<file path="config.mk">
export PLATFORM = sky130hd
export DESIGN_NAME = imem_prog_loader
export DESIGN_NICKNAME = d
export VERILOG_FILES = /design/src/rtl/imem_prog_loader.sv
export SDC_FILE = /design/constraint.sdc
export NUM_CORES = 1
export LEC_CHECK = 0
export CELL_PAD_IN_SITES_DETAIL_PLACEMENT = 1
export CELL_PAD_IN_SITES_GLOBAL_PLACEMENT = 1
export CORE_MARGIN = 4
export CORE_UTILIZATION = 42
export DETAILED_ROUTE_END_ITERATION = 8
export GPL_TIMING_DRIVEN = 0
export PLACE_DENSITY = 0.88
export SYNTH_ARGS = -nofsm -noshare
export SYNTH_HDL_FRONTEND = slang
export SYNTH_SLANG_ARGS = --single-unit
</file>
<file path="constraint.sdc">
create_clock -name clk -period 3.2 [get_ports clk]
set_clock_uncertainty 0.1 [all_clocks]
set_input_delay 0.32 -clock clk [delete_from_list [all_inputs] [get_ports clk]]
set_output_delay 0.32 -clock clk [all_outputs]
set_load 0.01 [all_outputs]
</file>
<file path="src/rtl/imem_prog_loader.sv">
// imem_prog_loader: writer side of the instruction memory.
// Receives a framed byte stream from a host link (valid/ready), assembles
// little-endian 16-bit instruction words, writes them to consecutive IM
// addresses and keeps the core in reset until a frame with a good checksum
// has been fully loaded.
//
// Frame: LEN (N, 0 means 2**ADDR_W words), N x {lo, hi}, CHK.
// The frame is good when the 8-bit sum of every byte, CHK included, is zero.
//
// state   | meaning
// --------+--------------------------------------------------------------
// S_IDLE  | after reset, waiting for start; core held in reset
// S_LEN   | waiting for the word-count byte
// S_LO    | waiting for the low byte of the next instruction word
// S_HI    | waiting for the high byte of the next instruction word
// S_WR    | one-cycle IM write strobe; no byte accepted
// S_CHK   | waiting for the checksum byte
// S_DONE  | frame good: done=1, core released; start begins a new session
// S_ERR   | checksum bad: err=1, core stays held; start begins a new session

module imem_prog_loader #(
  parameter int                ADDR_W    = 8,
  parameter logic [ADDR_W-1:0] BASE_ADDR = '0
) (
  input  logic              clk,
  input  logic              rstn,
  input  logic              start,
  input  logic [7:0]        rx_data,
  input  logic              rx_valid,
  output logic              rx_ready,
  output logic              imem_we,
  output logic [ADDR_W-1:0] imem_addr,
  output logic [15:0]       imem_wdata,
  output logic              core_rstn,
  output logic              busy,
  output logic              done,
  output logic              err,
  output logic [ADDR_W:0]   words_loaded
);

  localparam int LW = ADDR_W + 1;

  typedef enum logic [2:0] {
    S_IDLE,
    S_LEN,
    S_LO,
    S_HI,
    S_WR,
    S_CHK,
    S_DONE,
    S_ERR
  } state_t;

  state_t          state;
  logic [7:0]      sum;
  logic [LW-1:0]   len_words;

  logic            take;
  logic [7:0]      sum_next;
  logic [LW-1:0]   len_decoded;
  logic [LW-1:0]   loaded_next;

  assign take        = rx_valid & rx_ready;
  assign sum_next    = sum + rx_data;
  assign loaded_next = words_loaded + LW'(1);

  // Decode the LEN byte; zero stands for a full memory of 2**ADDR_W words.
  always_comb begin
    len_decoded = LW'(rx_data);
    if (rx_data == 8'd0) begin
      len_decoded = {1'b1, {ADDR_W{1'b0}}};
    end
  end

  // Session FSM; every output is a register updated alongside the state so
  // that rx_ready, busy and core_rstn always match the state being entered.
  always_ff @(posedge clk or negedge rstn) begin
    if (!rstn) begin
      state        <= S_IDLE;
      sum          <= 8'd0;
      len_words    <= '0;
      rx_ready     <= 1'b0;
      imem_we      <= 1'b0;
      imem_addr    <= BASE_ADDR;
      imem_wdata   <= 16'd0;
      core_rstn    <= 1'b0;
      busy         <= 1'b0;
      done         <= 1'b0;
      err          <= 1'b0;
      words_loaded <= '0;
    end else begin
      imem_we <= 1'b0;
      case (state)
        S_IDLE, S_DONE, S_ERR: begin
          if (start) begin
            state        <= S_LEN;
            sum          <= 8'd0;
            words_loaded <= '0;
            imem_addr    <= BASE_ADDR;
            rx_ready     <= 1'b1;
            busy         <= 1'b1;
            done         <= 1'b0;
            err          <= 1'b0;
            core_rstn    <= 1'b0;
          end
        end

        S_LEN: begin
          if (take) begin
            len_words <= len_decoded;
            sum       <= sum_next;
            state     <= S_LO;
          end
        end

        S_LO: begin
          if (take) begin
            imem_wdata[7:0] <= rx_data;
            sum             <= sum_next;
            state           <= S_HI;
          end
        end

        S_HI: begin
          if (take) begin
            imem_wdata[15:8] <= rx_data;
            sum              <= sum_next;
            imem_we          <= 1'b1;
            rx_ready         <= 1'b0;
            state            <= S_WR;
          end
        end

        // Address and data were settled before the strobe and are only
        // advanced here, after the write cycle has completed.
        S_WR: begin
          imem_addr    <= imem_addr + ADDR_W'(1);
          words_loaded <= loaded_next;
          rx_ready     <= 1'b1;
          if (loaded_next < len_words) begin
            state <= S_LO;
          end else begin
            state <= S_CHK;
          end
        end

        S_CHK: begin
          if (take) begin
            sum      <= sum_next;
            rx_ready <= 1'b0;
            busy     <= 1'b0;
            if (sum_next == 8'd0) begin
              done      <= 1'b1;
              core_rstn <= 1'b1;
              state     <= S_DONE;
            end else begin
              err   <= 1'b1;
              state <= S_ERR;
            end
          end
        end

        default: begin
          state    <= S_IDLE;
          rx_ready <= 1'b0;
          busy     <= 1'b0;
        end
      endcase
    end
  end

endmodule

</file>
### Word-level counts from Yosys, hierarchy flattened

Index checks and enable logic that the tools add are counted.

* output and inout bits: 39
* input bits: 12
* bits in registers: 58

* muxes and demuxes: 28
* $lt $le $gt $ge: 1
* reductions and logical operators: 20
* bitwise logic cells: 1
* equality and inequality tests: 16
* $add $sub $neg: 3

Operators with widths (number)
* $pmux 8 s2: 2
* $mux 3: 6
* $mux 9: 2
* $pmux 3 s6: 1
* $pmux 9 s2: 1
* $logic_not 8->1: 2
* $mux 8: 2
* $ne 2x2->1 const B: 7
* $eq 3x3->1 const B: 4
* $mux 1: 10
* $add 9x1->9 const B: 1
* $lt 9x9->1: 1
* $reduce_and 3->1: 3
* $add 8x1->8 const B: 1
* $add 8x8->8: 1
* $reduce_and 2->1: 4
* $reduce_and 4->1: 2
* $eq 3x2->1 const B: 2
* $pmux 1 s2: 3
* $reduce_bool 2->1: 3
* $reduce_and 5->1: 1
* $ne 2x1->1 const B: 2
* $reduce_or 4->1: 1
* $eq 3x1->1 const B: 1
* 6 further kinds: 6

### Depth between registers and ports, before layout

Gate-level depths: netlist (run 1).

* depth in word-level cells: 5
* mapped depth: 10
* gate-level depth less buffers: 10

### Worst setup path after synthesis (run 1)

Ideal clock, no wire load.

* path kind: reg-to-reg
* start point: reg words_loaded[0]
* end point: reg state[0]
* arrival: 2.284 ns
* clock period less this slack: 2.522 ns
* buffers on the path: 0
* library setup time: 0.138 ns
* slack: 0.678 ns
* stages on the path, launching flop included: 11
* cell sequence: dfrtp_1 > ha_1 > and3_1 > nand3_1 > xnor2_1 > ha_1 > a21oi_1 > o21ai_0 > or3_1 > o211ai_1 > o211ai_1

* cells in the longest elaborated chain, start to end: 4

Ends and longest elaborated chain
* start: declaration: line 38 `output logic [ADDR_W:0] words_loaded`
* start signal: assignment: line 138 `words_loaded <= loaded_next;`
* $add 9x1->9: line 65 `assign loaded_next = words_loaded + LW'(1);`
* $lt 9x9->1: line 140 `if (loaded_next < len_words) begin`
* $mux 3: line 140
* $pmux 3 s6: line 93 `case (state)`
* end signal: assignment: line 96 `state <= S_LEN;`
* end signal: assignment: line 141 `state <= S_LO;`
* end signal: assignment: line 143 `state <= S_CHK;`
* end: declaration: line 54 `state_t state;`

No other way between the ends.
A chain may end at the register's enable or synchronous reset.

### Worst setup path after layout (run 1)

Ends and elaborated chain as after synthesis.

==> metrics.csv, run 1 <==
stage;metric;value;unit
run_status;result_of_the_run;complete, no violations;
cts;cts_made_buffers;9;
detailed_routing;detail_route.drc_violations;0;
critical_path;r2r_cells;10;
power_and_ir_drop;comb_power_share;46.7;%
placement;gpl.final_weighted_congestion;0.787;
critical_path;cpPeakStageDelay;470;ps
cts;cts.sinks;58;
synthesis;post_synth_edffs;0;
finish;layout-drive-gt1-share;16.0;%
critical_path;cp.required;3320;ps
critical_path;worst-path-max-fanout;7;
floorplanning;initial_util;43.6;%
floorplanning;placementRows;31;
critical_path;worst-endpoint-arrival;3010;ps
timing;grt_setup_unrepaired;no;
cts;cts.root.buffer_cell;sky130_fd_sc_hd__clkbuf_8;
cts;postCtsSetupRepairBufs;0;
detailed_routing;met2_wirelength;5000;µm
synthesis;yosysSeqAreaShare;45.4;%
placement;post_dp_cell_area;3830;µm²
placement;hpwl;6730;µm
job;maxCapViolCount;0;
finish;synthToLayoutAreaGrowth;26.4;%
power_and_ir_drop;net-switching-power;1.40;mW
timing;slew_headroom;46.4;%
detailed_routing;detailedRoute.firstPassIterationCount;4;
cts;clk-insertion-delay-late;350;ps
power_and_ir_drop;p_total;3.54;mW
finish;finish.net_count;406;
detailed_routing;top_layer_used;met4;
detailed_routing;detail_route.vias_per_cell;5.74;
detailed_routing;route.detailed.wl_per_inst;20.0;µm
finish;fill_cell_count;825;
power_and_ir_drop;seq_power_share;33.0;%
placement;portBuffers;49;
timing;finalHoldViolCount;0;
timing;period_share;90.2;%
cts;maximum_clock_path_buffer_count;2;
synthesis;synth_top_flop_cell;sky130_fd_sc_hd__dfrtp_1;
worst_hold_path;worstHoldPathCells;2;
floorplanning;boundaryPins;51;
synthesis;summed_instance_area_of_the_synthesized_netlist;3200;µm²
cts;ctsHtreeMaxLevel;3;
finish;diodes;0;
power_and_ir_drop;power.ir.vdd_worst;0.000360;V
worst_hold_path;worstHoldPathType;reg2reg;
detailed_routing;detailroute.wirelength.met3;231;µm
detailed_routing;number_of_violations_reported_at_the_end_of_detailed_routing_iteration_0;123;
floorplanning;die_area;9070;µm²
synthesis;yosys_register_bits;58;
synthesis;synth_top_cell_by_area;sky130_fd_sc_hd__dfrtp_1;
critical_path;timing.critical_path.from;words_loaded[0];
floorplanning;dieWidth;95.3;µm
synthesis;syn-instance-count;314;
critical_path;crit-reg2reg-capture;state[0];
finish;post-route-cell-area;4040;µm²
floorplanning;design.core.area;7330;µm²
critical_path;timing.reg2reg.setup_slack;310;ps
synthesis;asyncSetResetFlopFracSynth;100;%
floorplanning;die_h;95.3;µm
detailed_routing;wirelength;9610;µm
synthesis;yosysWarnings;0;
critical_path;critical_path_depth;10;
timing;setup-violations-final;0;
critical_path;critical_path.cell_chain;ha_1, and3_1, nand3_1, xnor2_1, ha_1, a21oi_1, o21ai_0, or3_1, o211ai_1, o211ai_1;
timing;timing.fmax;347;MHz
critical_path;crit_path_top_delay_cell;sky130_fd_sc_hd__dfrtp_1;
synthesis;postSynthNetCount;344;
power_and_ir_drop;power.density_cell_area;877;nW/µm²
global_routing;number_of_antenna_violations_at_the_first_check_in_global_routing;0;
critical_path;cpLargestDelayFamily;simple AND/OR/NAND/NOR gates;
critical_path;crit_path_start_kind;flop;
cts;tritoncts;built;
synthesis;yosys-top-cells-count;58 x sky130_fd_sc_hd__dfrtp_1, 38 x sky130_fd_sc_hd__nand2_1, 32 x sky130_fd_sc_hd__o21ai_0;
timing;slew_violations;0;
critical_path;crit_type;reg2reg;
global_routing;grt_usage;23.5;%
critical_path;critical_path.endpoint;state[0];
detailed_routing;drt-met1-wl;4100;µm
global_routing;grt_start_max_net_pins;35;
detailed_routing;route.antenna.remaining_nets;0;
cts;cts.clk_slew.worst_paths;70;ps
power_and_ir_drop;sw_frac_of_total;39.6;%
global_routing;overflow;0;
timing;tightestPinTransition;799;ps
power_and_ir_drop;p_int;2.14;mW
synthesis;yosys.cell_count.top_type;sky130_fd_sc_hd__dfrtp_1;
global_routing;via_count_of_the_first_global_routing_pass;3129;
detailed_routing;vias;2756;
cts;post_cts_resize_count;0;
global_routing;grt_pass1_wl;16200;µm
timing;period_needed;2890;ps
power_and_ir_drop;leakage;1.79;nW
synthesis;postSynthAreaPerCell;10.2;µm²
critical_path;crit-reg2reg-launch;words_loaded[0];
synthesis;synth.top_cells.by_area;sky130_fd_sc_hd__dfrtp_1 45%, sky130_fd_sc_hd__ha_1 6.7%, sky130_fd_sc_hd__mux2_2 6.0%;
power_and_ir_drop;power.share.clock;20.3;%
critical_path;cp.buffers_inverters;0;
synthesis;synth.distinct_cells;57;
critical_path;cp-end-kind;flop;
synthesis;yosysTopAreaCellShare;45.4;%
logic make-up (layout without fill, tap and decap cells):
group	count (synthesis)	after routing	synth area share, %
compound gates	82	82	18.0
xor+xnor	9	9	2.46
mux	17	17	5.99
flops	58	58	45.4
fa+ha+maj	18	18	7.28
buf+inv	25	92	3.29
simple gates	105	105	17.6
worst min path at each step:
stage	startpoint	end
after floorplan	rstn	busy
after global placement	busy	busy
after detailed placement	rstn	imem_wdata[2]
after CTS	start	rx_ready
after global routing	imem_wdata[10]	imem_wdata[10]
final	busy	busy
layout by cell type, fill, tap and decap left out, types with 2 or more instances in the layout:
master | synthesis | layout
sky130_fd_sc_hd__or2_2 | 3 | 3
sky130_fd_sc_hd__nand4_1 | 5 | 5
sky130_fd_sc_hd__o211ai_1 | 4 | 4
sky130_fd_sc_hd__o21ai_1 | 2 | 2
sky130_fd_sc_hd__clkinvlp_4 | 0 | 2
sky130_fd_sc_hd__nor4_4 | 2 | 2
sky130_fd_sc_hd__clkbuf_8 | 0 | 11
sky130_fd_sc_hd__o21ai_0 | 32 | 32
sky130_fd_sc_hd__o21a_1 | 2 | 2
sky130_fd_sc_hd__buf_2 | 5 | 6
sky130_fd_sc_hd__a31oi_1 | 4 | 4
sky130_fd_sc_hd__nand3_1 | 12 | 12
sky130_fd_sc_hd__o31ai_1 | 5 | 5
sky130_fd_sc_hd__nor2_2 | 2 | 2
sky130_fd_sc_hd__nor3_1 | 5 | 5
sky130_fd_sc_hd__mux2_2 | 17 | 17
sky130_fd_sc_hd__clkdlybuf4s50_1 | 0 | 48
sky130_fd_sc_hd__xor2_1 | 4 | 4
sky130_fd_sc_hd__dfrtp_1 | 58 | 58
sky130_fd_sc_hd__inv_1 | 13 | 13
sky130_fd_sc_hd__xnor2_1 | 5 | 5
sky130_fd_sc_hd__nand2_1 | 38 | 38
sky130_fd_sc_hd__a22o_1 | 8 | 8
sky130_fd_sc_hd__nor3_2 | 2 | 2
sky130_fd_sc_hd__nor2b_1 | 2 | 2
sky130_fd_sc_hd__a21oi_1 | 7 | 7
sky130_fd_sc_hd__ha_1 | 17 | 17
sky130_fd_sc_hd__nor2_1 | 17 | 17
sky130_fd_sc_hd__o2bb2ai_1 | 3 | 3
sky130_fd_sc_hd__clkbuf_1 | 4 | 5
sky130_fd_sc_hd__and3_1 | 6 | 6
sky130_fd_sc_hd__nor4_1 | 2 | 2
layer usage:
| layer | GRT usage [%] | up-vias |
|---|---|---|
| li1 | - | 1273 |
| met1 | 28.7 | 1403 |
| met2 | 40.9 | 56 |
| met3 | 3.63 | 24 |
| met4 | 10.1 | 0 |
| met5 | 0 | - |
per-stage QoR:
step	TNS (ps)	hold WS (ps)	utilization, %	instances	setup WS, ps
after floorplan	0	-75.6	-	314	678
after global placement	-9100	363	52.0	462	-160
after detailed placement	0	265	52.2	463	177
after CTS	0	375	55.1	480	310
after global routing	0	431	55.1	480	76.9
final	0	389	55.1	480	315
state kept, by name (all words and copies together) (netlist names):
register / flops
imem_wdata: 16
len_words: 9
words_loaded: 9
imem_addr: 8
sum: 8
state: 3
busy: 1
done: 1
err: 1
imem_we: 1
rx_ready: 1
final cells by class:
type	instances	area, µm²	share of cell area, %
buffer	11	52.6	1.30
multi-input combinational	231	1640	40.6
clock buffer	12	155	3.84
timing repair buffer	51	515	12.8
inverter	14	52.6	1.30
clock inverter	4	50.0	1.24
sequential	58	1450	35.9
tap	99	124	3.06
power by group through the flow:
| stage | Combinational, mW | Clock, mW | Sequential [mW] |
|---|---|---|---|
| after detailed placement | 1.63 | 0 | 1.18 |
| after global routing | 1.81 | 0.773 | 1.20 |
| final | 1.65 | 0.720 | 1.17 |
| after CTS | 1.67 | 0.726 | 1.17 |
| after global placement | 1.52 | 0 | 1.15 |
| after floorplan | 0.930 | 0 | 1.20 |
worst reg2reg max path, stage by stage, from the launching register on:
cell and delay [ps]:
sky130_fd_sc_hd__dfrtp_1 470, sky130_fd_sc_hd__ha_1 300, sky130_fd_sc_hd__and3_1 270, sky130_fd_sc_hd__nand3_1 120, sky130_fd_sc_hd__xnor2_1 200, sky130_fd_sc_hd__ha_1 300
sky130_fd_sc_hd__a21oi_1 170, sky130_fd_sc_hd__o21ai_0 180, sky130_fd_sc_hd__or3_1 340, sky130_fd_sc_hd__o211ai_1 200, sky130_fd_sc_hd__o211ai_1 110
timing repair:
action | in CTS | in global routing
setup endpoints to repair | 0 | 0
hold buffers | 1 | 0
endpoints found under the hold margin | 24 | 0
Note: power is estimated with default switching activity, not from simulation.
==> run 2: changes to the inputs <==
==> constraint.sdc (replaced) <==
create_clock -name clk -period 3.3 [get_ports clk]
set_clock_uncertainty 0.1 [all_clocks]
set_input_delay 0.33 -clock clk [delete_from_list [all_inputs] [get_ports clk]]
set_output_delay 0.33 -clock clk [all_outputs]
set_load 0.01 [all_outputs]
==> results of run 2 <==
The final DEF is identical to that of run 1. Status: complete, no violations.
Main changes from that run: setup slack after placement 177 ps -> 267 ps; setup slack after layout 315 ps -> 415 ps; register-to-register setup slack 310 ps -> 410 ps; total power 3.54 mW -> 3.44 mW; worst IR drop on VDD 0.000360 V -> 0.000350 V
